<file path="config.mk">
export PLATFORM = sky130hd
export DESIGN_NAME = myo_spi_responder
export DESIGN_NICKNAME = d
export VERILOG_FILES = /design/src/rtl/myo_spi_pkg.sv /design/src/rtl/myo_spi_sync.sv /design/src/rtl/myo_spi_responder.sv
export SDC_FILE = /design/constraint.sdc
export NUM_CORES = 1
export LEC_CHECK = 0
export BUFFER_PORTS_ARGS = -buffer_cell sky130_fd_sc_hd__buf_2
export CORE_MARGIN = 4
export CORE_UTILIZATION = 50
export DETAILED_ROUTE_END_ITERATION = 8
export PLACE_DENSITY = 0.73
export RECOVER_POWER = 100
export SYNTH_ARGS = -nofsm -noshare
export SYNTH_HDL_FRONTEND = slang
export SYNTH_SLANG_ARGS = --single-unit
</file>
<file path="constraint.sdc">
create_clock -name clk -period 2.8 [get_ports clk]
set_clock_uncertainty 0.15 [all_clocks]
set_input_delay 0 -clock clk [delete_from_list [all_inputs] [get_ports clk]]
set_output_delay 0 -clock clk [all_outputs]
set_load 0.02 [all_outputs]
</file>
<file path="src/rtl/myo_spi_pkg.sv">
// myo_spi_pkg: shared FSM type, default sizes and index-width helper for the SPI responder
package myo_spi_pkg;
    typedef enum logic [1:0] {IDLE, SHIFT, DONE} state_t;
    localparam int WORD_W      = 16;
    localparam int FRAME_WORDS = 12;
    function automatic int idx_w(input int n);
        return (n > 1) ? $clog2(n) : 1;
    endfunction
endpackage

</file>
<file path="src/rtl/myo_spi_sync.sv">
// myo_spi_sync: N-flop input synchronizer with a selectable reset value
// Ports: clk/reset_n clock and async active-low reset; d async input; q synchronized output
module myo_spi_sync #(
    parameter int   N       = 2,
    parameter logic RST_VAL = 1'b0
) (
    input  logic clk,
    input  logic reset_n,
    input  logic d,
    output logic q
);
    logic [N-1:0] ff;
    always_ff @(posedge clk or negedge reset_n) begin
        if (!reset_n) ff <= {N{RST_VAL}};
        else          ff <= N'({ff, d});
    end
    assign q = ff[N-1];
endmodule

</file>
<file path="src/rtl/myo_spi_responder.sv">
// myo_spi_responder: SPI mode-0 frame responder with a TX word bank and an RX word stream
// Ports: clk/reset_n system clock and async active-low reset; sck/ss_n/mosi/miso/miso_oe SPI bus;
//        tx_wr/tx_addr/tx_wdata bank writes; rx_valid/rx_data/rx_index received words;
//        frame_done/frame_err frame-end pulses; overrun sticky overflow flag, overrun_clr clears it
module myo_spi_responder #(
    parameter int WORD_W      = myo_spi_pkg::WORD_W,
    parameter int FRAME_WORDS = myo_spi_pkg::FRAME_WORDS,
    parameter int SYNC_STAGES = 2
) (
    input  logic                                        clk,
    input  logic                                        reset_n,
    input  logic                                        sck,
    input  logic                                        ss_n,
    input  logic                                        mosi,
    output logic                                        miso,
    output logic                                        miso_oe,
    input  logic                                        tx_wr,
    input  logic [myo_spi_pkg::idx_w(FRAME_WORDS)-1:0]  tx_addr,
    input  logic [WORD_W-1:0]                           tx_wdata,
    output logic                                        rx_valid,
    output logic [WORD_W-1:0]                           rx_data,
    output logic [myo_spi_pkg::idx_w(FRAME_WORDS)-1:0]  rx_index,
    output logic                                        frame_done,
    output logic                                        frame_err,
    output logic                                        overrun,
    input  logic                                        overrun_clr
);
    import myo_spi_pkg::*;
    localparam int IW = idx_w(FRAME_WORDS);
    localparam int CW = idx_w(FRAME_WORDS + 1);
    localparam int BW = idx_w(WORD_W);
    state_t            state, state_d;
    logic              sck_s, ss_s, mosi_s, sck_q, ss_q, ss_pend;
    logic              sck_rise, sck_fall, ss_rise, ss_fall, start, last, keep;
    logic [BW-1:0]     bit_cnt;
    logic [CW-1:0]     word_cnt;
    logic [WORD_W-1:0] tx_sh, load_val;
    logic [WORD_W-2:0] rx_sh;
    logic [WORD_W-1:0] bank [FRAME_WORDS];

    myo_spi_sync #(.N(SYNC_STAGES), .RST_VAL(1'b0)) u_sync_sck  (.clk, .reset_n, .d(sck),  .q(sck_s));
    myo_spi_sync #(.N(SYNC_STAGES), .RST_VAL(1'b1)) u_sync_ss   (.clk, .reset_n, .d(ss_n), .q(ss_s));
    myo_spi_sync #(.N(SYNC_STAGES), .RST_VAL(1'b0)) u_sync_mosi (.clk, .reset_n, .d(mosi), .q(mosi_s));

    // SCK edges only count while select is asserted
    assign sck_rise = sck_s & ~sck_q & ~ss_s;
    assign sck_fall = ~sck_s & sck_q & ~ss_s;
    assign ss_rise  = ss_s & ~ss_q;
    assign ss_fall  = ~ss_s & ss_q;

    always_comb begin
        start      = (state == IDLE) && (ss_fall || ss_pend);
        state_d    = start ? SHIFT : (state == SHIFT && ss_rise) ? DONE : (state == DONE) ? IDLE : state;
        last       = bit_cnt == BW'(WORD_W - 1);
        keep       = int'(word_cnt) < FRAME_WORDS;
        load_val   = keep ? bank[word_cnt[IW-1:0]] : '0;
        miso_oe    = state == SHIFT;
        miso       = miso_oe ? tx_sh[WORD_W-1] : 1'b1;
        frame_done = (state == DONE) && (bit_cnt == '0);
        frame_err  = (state == DONE) && (bit_cnt != '0);
    end

    always_ff @(posedge clk or negedge reset_n) begin
        if (!reset_n) begin
            for (int i = 0; i < FRAME_WORDS; i++) bank[i] <= '0;
        end else if (tx_wr && int'(tx_addr) < FRAME_WORDS) begin
            bank[tx_addr] <= tx_wdata;
        end
    end

    always_ff @(posedge clk or negedge reset_n) begin
        if (!reset_n) begin
            state    <= IDLE;
            sck_q    <= 1'b0;
            ss_q     <= 1'b1;
            ss_pend  <= 1'b0;
            bit_cnt  <= '0;
            word_cnt <= '0;
            tx_sh    <= '0;
            rx_sh    <= '0;
            rx_valid <= 1'b0;
            rx_data  <= '0;
            rx_index <= '0;
            overrun  <= 1'b0;
        end else begin
            state    <= state_d;
            sck_q    <= sck_s;
            ss_q     <= ss_s;
            // a select edge seen during DONE starts the frame on the following IDLE cycle
            ss_pend  <= (state == DONE) && ss_fall;
            rx_valid <= 1'b0;
            if (start) begin
                bit_cnt  <= '0;
                word_cnt <= '0;
                tx_sh    <= bank[0];
            end else if (state == SHIFT) begin
                // bit_cnt is zero on a falling edge only right after a completed word
                if (sck_fall) tx_sh <= (bit_cnt == '0) ? load_val : {tx_sh[WORD_W-2:0], 1'b0};
                if (sck_rise) begin
                    rx_sh   <= (WORD_W-1)'({rx_sh, mosi_s});
                    bit_cnt <= last ? '0 : bit_cnt + BW'(1);
                    if (last) begin
                        word_cnt <= keep ? word_cnt + CW'(1) : word_cnt;
                        rx_valid <= keep;
                        if (keep) begin
                            rx_data  <= {rx_sh, mosi_s};
                            rx_index <= word_cnt[IW-1:0];
                        end
                    end
                end
            end
            overrun <= overrun_clr ? 1'b0 : (overrun || (state == SHIFT && sck_rise && last && !keep));
        end
    end
endmodule

</file>
==> results of run 1 <==
-- kinds of logic after synthesis --
| kind of cell | Yosys count | synth area share |
|---|---|---|
| AOI/OAI and AO/OA | 63 | 0.0374 |
| xor gates and xnor gates | 1 | 0.000744 |
| adders and majority gates | 3 | 0.00319 |
| buffers and inverters | 89 | 0.0318 |
| DFF | 264 | 0.562 |
| muxes | 277 | 0.309 |
| and+or+nand+nor | 134 | 0.0559 |
-- power groups by stage --
stage,clock [W],combinational [W],sequential (W)
6_report,0.00379,0.00180,0.00511
5_1_grt,0.00404,0.00200,0.00520
3_3_place_gp,0,0.00174,0.00513
3_5_place_dp,0,0.00180,0.00516
2_1_floorplan,0,0.00143,0.00499
4_1_cts,0.00386,0.00185,0.00510
-- worst max-delay path by stage --
stage,start,endpoint,slack (ns),cells after the start
after global routing,tx_addr[0],bank[79],0.17,7
after floorplan,bit_cnt[0],tx_sh[14],0.51,8
after detailed placement,state[0],tx_sh[2],0.44,5
final,tx_addr[0],bank[79],0.25,7
after global placement,state[0],tx_sh[1],0.49,5
after CTS,state[0],tx_sh[2],0.42,5
-- metal layers --
layer  vias up  GRT usage  routed length (um)
li1       3160          -                   -
met1      3705      0.278               11400
met2       149      0.316               11900
met3        30     0.0250                1020
met4         0     0.0477                 367
met5         -          0                   0
-- registers in the layout, summed over array words and instances, names as in the netlist, 2 cells and up --
| signal | flops |
|---|---|
| rx_data | 16 |
| u_sync_sck.ff | 2 |
| u_sync_mosi.ff | 2 |
| bank | 192 |
| u_sync_ss.ff | 2 |
| state | 2 |
| tx_sh | 16 |
| rx_index | 4 |
| word_cnt | 4 |
| rx_sh | 15 |
| bit_cnt | 4 |
-- cell usage after synthesis (4+ instances only) --
library cell	number	area share
dfrtp_1	261	0.55
mux2_2	213	0.20
nand2_1	55	0.018
clkbuf_1	52	0.017
mux4_2	48	0.092
nor2_1	28	0.0089
inv_1	21	0.0067
mux2i_1	16	0.014
a211oi_1	15	0.0096
a2bb2oi_1	15	0.011
nor4_1	15	0.0080
o21ai_0	13	0.0055
nand2b_1	12	0.0064
a21oi_1	7	0.0030
buf_1	6	0.0019
buf_2	5	0.0021
buf_6	4	0.0038
nand3_1	4	0.0017
o21ai_1	4	0.0017
-- through the flow --
step / hold WS, ns / total power [W] / utilization / instances / setup WS (ns)
2_1_floorplan: -0.446 / 0.00642 / - / 831 / 0.510
3_3_place_gp: -0.136 / 0.00687 / 0.542 / 1155 / 0.489
3_5_place_dp: -0.130 / 0.00696 / 0.542 / 1155 / 0.435
4_1_cts: 0.000935 / 0.0108 / 0.600 / 1240 / 0.419
5_1_grt: 0.130 / 0.0112 / 0.594 / 1240 / 0.166
6_report: 0.0878 / 0.0107 / 0.594 / 1240 / 0.252
-- worst max-delay path, delay by kind of cell --
kind,cells,cell delay (ns)
buffers and inverters,4,1.64
multiplexers,1,0.36
AND/OR/NAND/NOR,2,0.82
-- layout make-up --
class | instances | area (um2)
fillers | 1801 | 9310
flip-flops and latches | 264 | 6610
multi-input cells | 478 | 4800
clock buffers | 38 | 818
repair buffers | 112 | 754
well taps | 313 | 392
clock inverters | 14 | 145
inverters | 21 | 78.8
-- placed cells by master, fill, tap and decap left out, types with 16 or more instances in the layout --
master and count:
dfrtp_1 258, mux2_2 212, nand2_1 55, mux4_2 48, clkbuf_1 41, dlygate4sd3_1 32, clkbuf_16 28, nor2_1 24
buf_2 23, inv_1 21, o21ai_0 16, mux2i_1 16
==> summary.txt, run 1 <==
Power and ir drop
  – Clock share of power: 0.354
  – Pwr dens: 787 nW/um2
  – Psw: 0.00281 W
  – Lkg Pwr: 5.85 nW
  – Switching share of power: 0.262
  – Share of power burned in registers: 0.477
  – Peak supply drop: 587 uV
  – Internal power: 0.00789 W
  – Comb power frac: 0.169

Setup path
  – Critical path required time: 3.07 ns
  – Crit Path Max Fanout: 9
  – Crit end category: register
  – Most common cell on crit path: dlygate4sd3_1
  – Critical Path Slowest Stage Cell: nor2_1
  – Critical path type: input pin to register
  – FF-to-FF path depth: 5
  – Worst R2R Setup Slack: 0.29 ns
  – Worst r2r src: state[1]
  – Crit path DAT: 2.82 ns
  – Largest stage delay on the critical path: 0.68 ns
  – R2R Path End: tx_sh[2]
  – CP Cell Sequence: dlygate4sd3_1 > clkbuf_1 > nand3_1 > dlygate4sd3_1 > nor2_1 > buf_4 > mux2_2
  – Worst setup SP type: input pin

Routing
  – Routed WL: 24,700 um
  – Antenna Nets Post-Route: 0
  – DR vias: 7,044
  – Pre-antenna DRT Iters: 5
  – Routed len/inst: 19.9 um
  – Initial DRC count: 470
  – Via density: 5.68
  – Post-route DRC: 0

Logic synthesis
  – Distinct cell type count after synthesis: 45
  – Post-synthesis sequential area ratio: 0.562
  – Synth warnings: 0
  – Syn Inst Count: 831
  – Async SR Flop Fraction: 1.00
  – #FFs+latches synth: 264
  – Main flop type after synthesis: dfrtp_1
  – EDFF count, synth: 0
  – Post-synth design cell area: 11,800 um2
  – Syn Area/Cell: 14.2 um2
  – Post-Syn Nets: 861

Status
  – Run status: completed

Layout
  – Nets: 935
  – Ant. Diodes: 0
  – Final Cell Area: 13,600 um2
  – Area delta synth->final: 15.6%
  – Share of layout cells above drive strength 1: 0.395

CTS
  – CTS clk-pin slew, worst paths: 0.06 ns
  – CTS tree: done
  – Post_cts resized: 0
  – Hold-fix buffers, CTS: 33
  – CTS root buf: clkbuf_16
  – Worst-case clock buffer depth: 3
  – Clock Latency Late Sink: 0.55 ns
  – H-tree depth: 1
  – CTS Sinks: 264
  – CTS buffer count: 28
  – Setup repair bufs after CTS: 0

Timing
  – Final min period: 2.55 ns
  – RSZ-0062 raised after global routing: false
  – Worst-margin pin slew: 1.40 ns
  – Achievable clock frequency: 392 MHz
  – Slew Viols, Final: 0
  – Period utilization: 0.910
  – Setup TNS: 0 ns
  – Endpoints failing setup: 0
  – Slew margin rel.: 0.0694
  – Fin. Hold Viols: 0

Hold path
  – Worst Hold Path EP: bank[71]
  – Worst hold path type: input pin to register
  – Hold path depth: 4
  – Hold_sp: tx_addr[2]

Die
  – DIE AREA: 26,100 um2
  – Row Count: 55
  – Die width: 161 um
  – Die H: 161 um
  – IO Count: 53
  – Core area: 22,900 um2
  – Initial core utilization: 0.514

Global routing
  – Tot GR Track Use: 0.193
  – Largest net degree at the start of global routing: 79
  – First-pass GRT wire length: 40,500 um
  – Initial antenna violation count: 0
  – Remaining Overflow, GRT: 0
  – Number of global-route vias before repair: 7,390

Place
  – Dpl hpwl: 14,700 um
  – Placed Area: 12,400 um2
  – PortBufs: 52
  – Gpl congestion: 0.771

Run
  – MaxCap Viol Count: 0
Power figures use the tool's default switching activity.
==> run 2, diff against run 1 <==
Settings changed: CORE_MARGIN 4 to 3.
==> summary.txt, run 2 (synthesis results as in run 1) <==
Layout
  – Share of layout cells above drive strength 1: 0.390 (was 0.395)
  – Final non-filler cell total: 1,238 (was 1,240)
  – Commonest non-fill, non-tap cell in the layout: dfrtp_1 (unchanged)
  – Nets: 935 (unchanged)
  – Commonest cells after routing, fill and taps aside: 258 x dfrtp_1, 212 x mux2_2, 55 x nand2_1 (unchanged)
  – Fillers: 1,805 (was 1,801)
  – Area delta synth->final: 14.8% (was 15.6%)
  – Max FFs per register: 192 (unchanged)
  – Biggest regs: bank x192, rx_data x16, tx_sh x16 (unchanged)
  – Most flop-heavy register: bank (unchanged)

Die
  – Die H: 159 um (was 161 um)
  – IO Count: 53 (unchanged)
  – Die width: 159 um (was 161 um)
  – Row Count: 55 (unchanged)
  – Initial core utilization: 0.514 (unchanged)
  – DIE AREA: 25,400 um2 (was 26,100 um2)
  – Core area: 22,900 um2 (unchanged)

Place
  – PortBufs: 52 (unchanged)
  – Dpl hpwl: 15,900 um (was 14,700 um)
  – Placed insts: 1,161 (was 1,155)
  – Gpl congestion: 0.762 (was 0.771)

Global routing
  – Number of global-route vias before repair: 7,421 (was 7,390)
  – Initial antenna violation count: 1 (was 0)
  – Tot GR Track Use: 0.202 (was 0.193)
  – Remaining Overflow, GRT: 0 (unchanged)
  – Largest net degree at the start of global routing: 80 (was 79)
  – First-pass GRT wire length: 41,500 um (was 40,500 um)

Hold path
  – Worst hold path type: input pin to register (unchanged)
  – Hold_sp: tx_addr[2] (unchanged)
  – Hold path depth: 4 (unchanged)
  – Worst Hold Path EP: bank[4] (was bank[71])

Power and ir drop
  – Pwr dens: 771 nW/um2 (was 787 nW/um2)
  – Lkg Pwr: 5.82 nW (was 5.85 nW)
  – Peak supply drop: 492 uV (was 587 uV)
  – Total chip power: 0.0104 W (was 0.0107 W)

Routing
  – Antenna Nets Post-Route: 0 (unchanged)
  – Routed len/inst: 20.4 um (was 19.9 um)
  – Routed WL: 25,200 um (was 24,700 um)
  – DR vias: 7,079 (was 7,044)
  – Pre-antenna DRT Iters: 4 (was 5)
  – Post-route DRC: 0 (unchanged)
  – Initial DRC count: 514 (was 470)
  – Via density: 5.72 (was 5.68)

CTS
  – Setup repair bufs after CTS: 0 (unchanged)
  – CTS buffer count: 27 (was 28)
  – CTS clk-pin slew, worst paths: 0.06 ns (about the same)
  – CTS Sinks: 264 (unchanged)
  – Hold-fix buffers, CTS: 28 (was 33)
  – CTS root buf: clkbuf_16 (unchanged)
  – H-tree depth: 1 (unchanged)
  – CTS tree: done (unchanged)
  – Worst-case clock buffer depth: 3 (unchanged)
  – Clock Latency Late Sink: 0.52 ns (was 0.55 ns)
  – Post_cts resized: 0 (unchanged)

Setup path
  – Crit path DAT: 2.71 ns (was 2.82 ns)
  – Critical path required time: 3.05 ns (was 3.07 ns)
  – Critical Path Slowest Stage Cell: nor2_1 (unchanged)
  – Worst R2R Setup Slack: 0.44 ns (was 0.29 ns)
  – FF-to-FF path depth: 6 (was 5)
  – Worst r2r src: bit_cnt[0] (was state[1])
  – Worst path bufs/invs: 3 (was 4)
  – R2R Path End: tx_sh[7] (was tx_sh[2])
  – Largest stage delay on the critical path: 0.80 ns (was 0.68 ns)
  – Critical path type: input pin to register (unchanged)
  – CP Cell Sequence: dlygate4sd3_1 > clkbuf_1 > nand3b_1 > nor2_1 > clkbuf_1 > mux2_2 (was dlygate4sd3_1 > clkbuf_1 > nand3_1 > dlygate4sd3_1 > nor2_1 > buf_4 > mux2_2)
  – Largest delay contributor family on the critical path: buffers and inverters (unchanged)
  – Worst setup SP type: input pin (unchanged)
  – Most common cell on crit path: clkbuf_1 (was dlygate4sd3_1)
  – Crit end category: register (unchanged)
  – Crit Path Max Fanout: 9 (unchanged)

Timing
  – Final min period: 2.47 ns (was 2.55 ns)
  – Fin. Hold Viols: 0 (unchanged)
  – Endpoints failing setup: 0 (unchanged)
  – Slew margin rel.: 0.00705 (was 0.0694)
  – Setup TNS: 0 ns (unchanged)
  – Period utilization: 0.881 (was 0.910)
  – RSZ-0062 raised after global routing: false (unchanged)
  – Slew Viols, Final: 0 (unchanged)
  – Achievable clock frequency: 405 MHz (was 392 MHz)
  – Worst-margin pin slew: 1.49 ns (was 1.40 ns)

Status
  – Run status: completed (unchanged)

Run
  – MaxCap Viol Count: 0 (unchanged)
## run 2: how the worst max path moves through the flow
stage               start         to  slack (ns)  cells after the start
6_report            tx_wr   bank[43]        0.33                      6
5_1_grt             tx_wr   bank[32]        0.19                      6
4_1_cts        bit_cnt[0]   tx_sh[7]        0.43                      6
3_5_place_dp   bit_cnt[0]   tx_sh[7]        0.45                      6
3_3_place_gp   bit_cnt[0]   tx_sh[8]        0.51                      6
2_1_floorplan  bit_cnt[0]  tx_sh[14]        0.51                      8
## run 2: layout make-up
cell class / instances / area [um2] / share of cell area
inverters: 21 / 78.8 / 0.00583
flip-flops and latches: 264 / 6610 / 0.489
clock buffers: 43 / 816 / 0.0604
well taps: 313 / 392 / 0.0290
multi-input cells: 478 / 4800 / 0.356
diodes: 1 / 2.50 / 0.000185
clock inverters: 5 / 50.0 / 0.00370
repair buffers: 113 / 757 / 0.0560
## run 2: stage by stage
step / worst slack, ns / instance area (um2) / util / hold WS [ns]
global route: 0.192 / 13500 / 0.590 / 0.0160
finish: 0.333 / 13500 / 0.590 / 0.0103
CTS: 0.434 / 13600 / 0.594 / 0.00406
global placement: 0.514 / 12500 / 0.544 / -0.113
detailed placement: 0.446 / 12500 / 0.544 / -0.121
floorplan: 0.510 / 11800 / - / -0.446
## run 2: worst reg2reg max path, cell delays in order (launching register included)
cell,delay [ns]
dfrtp_1,0.43
inv_1,0.08
ha_1,0.15
or3b_2,0.53
or4_4,0.67
a2bb2oi_1,0.19
o21ai_0,0.08
## run 2: per-layer routing
layer / global-route usage / wire [um] / part of all wire
met1: 0.290 / 11500 / 0.46
met2: 0.331 / 12000 / 0.48
met3: 0.0294 / 1150 / 0.046
met4: 0.0434 / 500 / 0.020
met5: 0 / 0 / 0
## run 2: where the power goes
part           leakage, nW  total [W]  internal (W)  switching, W
Clock                0.429    0.00348       0.00207       0.00141
Combinational         2.09    0.00182       0.00101      0.000806
Sequential            3.29    0.00512       0.00464      0.000476
==> run 3, diff against run 2 <==
Settings changed: CORE_UTILIZATION 50 to 45, PLACE_DENSITY 0.73 to 0.67.
==> summary.txt, run 3 (synthesis results as in run 1) <==
Status
  – Run status: completed (unchanged)

Hold path
  – Hold_sp: u_sync_mosi.ff[0] (was tx_addr[2])
  – Hold path depth: 0 (was 4)
  – Worst hold path type: register to register (was input pin to register)
  – Worst Hold Path EP: u_sync_mosi.ff[1] (was bank[4])

Place
  – PortBufs: 52 (unchanged)
  – Dpl hpwl: 15,700 um (was 15,900 um)
  – Gpl congestion: 0.750 (was 0.762)
  – Placed insts: 1,179 (was 1,161)

Power and ir drop
  – Share of power burned in registers: 0.469 (was 0.491)
  – Comb power frac: 0.166 (was 0.174)
  – Switching share of power: 0.253 (was 0.259)
  – Lkg Pwr: 5.91 nW (was 5.82 nW)
  – Psw: 0.00275 W (was 0.00270 W)
  – Peak supply drop: 510 uV (was 492 uV)
  – Pwr dens: 793 nW/um2 (was 771 nW/um2)
  – Clock share of power: 0.365 (was 0.334)
  – Internal power: 0.00814 W (was 0.00773 W)

Timing
  – Achievable clock frequency: 411 MHz (was 405 MHz)
  – Setup TNS: 0 ns (unchanged)
  – Final min period: 2.43 ns (was 2.47 ns)
  – Hold_ws: 0.197 ns (was 0.0103 ns)
  – Worst-margin pin slew: 1.42 ns (was 1.49 ns)
  – Slew margin rel.: 0.0557 (was 0.00705)
  – Slew Viols, Final: 0 (unchanged)
  – Period utilization: 0.869 (was 0.881)
  – Endpoints failing setup: 0 (unchanged)
  – RSZ-0062 raised after global routing: false (unchanged)
  – Fin. Hold Viols: 0 (unchanged)

Layout
  – Commonest non-fill, non-tap cell in the layout: dfrtp_1 (unchanged)
  – Ant. Diodes: 0 (was 1)
  – Share of layout cells above drive strength 1: 0.393 (was 0.390)
  – Commonest cells after routing, fill and taps aside: 258 x dfrtp_1, 213 x mux2_2, 55 x nand2_1 (was 258 x dfrtp_1, 212 x mux2_2, 55 x nand2_1)
  – Most flop-heavy register: bank (unchanged)
  – Final non-filler cell total: 1,264 (was 1,238)
  – Max FFs per register: 192 (unchanged)
  – Biggest regs: bank x192, rx_data x16, tx_sh x16 (unchanged)
  – Nets: 942 (was 935)
  – Area delta synth->final: 16.7% (was 14.8%)

Die
  – Initial core utilization: 0.462 (was 0.514)
  – IO Count: 53 (unchanged)
  – Die H: 168 um (was 159 um)
  – Row Count: 58 (was 55)
  – DIE AREA: 28,100 um2 (was 25,400 um2)
  – Die width: 168 um (was 159 um)
  – Core area: 25,500 um2 (was 22,900 um2)

Routing
  – Initial DRC count: 372 (was 514)
  – Routed WL: 25,300 um (was 25,200 um)
  – Post-route DRC: 0 (unchanged)
  – Antenna Nets Post-Route: 0 (unchanged)
  – Routed len/inst: 20.0 um (was 20.4 um)
  – Via density: 5.54 (was 5.72)
  – Pre-antenna DRT Iters: 5 (was 4)
  – DR vias: 7,005 (was 7,079)

Setup path
  – R2R Path End: rx_data[6] (was tx_sh[7])
  – Crit Path Max Fanout: 20 (was 9)
  – Worst r2r src: state[0] (was bit_cnt[0])
  – Critical path required time: 3.07 ns (was 3.05 ns)
  – Worst setup SP type: register (was input pin)
  – Critical path type: register to register (was input pin to register)
  – FF-to-FF path depth: 4 (was 6)
  – Crit path DAT: 2.70 ns (was 2.71 ns)
  – Worst R2R Setup Slack: 0.37 ns (was 0.44 ns)
  – Crit end category: register (unchanged)

CTS
  – Setup repair bufs after CTS: 0 (unchanged)
  – H-tree depth: 1 (unchanged)
  – CTS buffer count: 28 (was 27)
  – CTS clk-pin slew, worst paths: 0.06 ns (about the same)
  – Worst-case clock buffer depth: 3 (unchanged)
  – CTS Sinks: 264 (unchanged)
  – Clock Latency Late Sink: 0.53 ns (was 0.52 ns)
  – CTS root buf: clkbuf_16 (unchanged)
  – CTS tree: done (unchanged)

Global routing
  – First-pass GRT wire length: 41,500 um (about the same)
  – Tot GR Track Use: 0.183 (was 0.202)
  – Remaining Overflow, GRT: 0 (unchanged)
  – Largest net degree at the start of global routing: 90 (was 80)
  – Initial antenna violation count: 0 (was 1)
  – Number of global-route vias before repair: 7,325 (was 7,421)

Run
  – MaxCap Viol Count: 0 (unchanged)
## run 3: worst max-delay path, cell delays in order (launching register included)
cell,delay (ns)
dfrtp_1,0.48
nor3b_1,0.43
nand4_1,0.41
clkbuf_2,0.45
mux2_2,0.39
## run 3: layout make-up
class	count	area [um2]
fill	2107	11700
sequential	264	6610
multi-input combinational	478	4810
timing repair buffer	119	815
clock buffer	38	810
tap	330	413
clock inverter	14	195
inverter	21	78.8
## run 3: how the worst max path moves through the flow
stage                     cells after the start       start    endpoint  slack [ns]
after floorplan                               8  bit_cnt[0]   tx_sh[14]        0.51
after detailed placement                      6  bit_cnt[0]   tx_sh[12]        0.43
after global placement                        6  bit_cnt[0]   tx_sh[15]        0.52
after global routing                          4     reset_n    bank[89]        0.18
final                                         4    state[0]  rx_data[6]        0.37
after CTS                                     5  bit_cnt[0]   frame_err        0.16
## run 3: power by group through the flow
stage	clock, W	sequential [W]	combinational [W]
6_report	0.00397	0.00511	0.00181
2_1_floorplan	0	0.00499	0.00143
5_1_grt	0.00421	0.00521	0.00200
4_1_cts	0.00406	0.00511	0.00184
3_3_place_gp	0	0.00514	0.00173
3_5_place_dp	0	0.00517	0.00179
## run 3: layer usage
metal	part of all wire	up-vias	track usage
li1	-	3168	-
met1	0.47	3670	0.264
met2	0.48	125	0.298
met3	0.033	42	0.0279
met4	0.023	0	0.0402
met5	0	-	0
## run 3: what timing repair did
item | 4_1_cts | 5_1_grt
hold buffers | 33 | 0
endpoints found under the setup margin | 0 | 1
hold endpoints to repair | 459 | 0
gates resized for setup | 0 | 1
## run 3: per-stage QoR
step                setup slack (ns)  area, um2  total power, W  utilization
global placement               0.519      12500         0.00688        0.492
global route                   0.176      13700          0.0114        0.539
finish                         0.367      13700          0.0109        0.539
CTS                            0.164      13900          0.0110        0.544
floorplan                      0.510      11800         0.00642            -
detailed placement             0.430      12500         0.00696        0.492
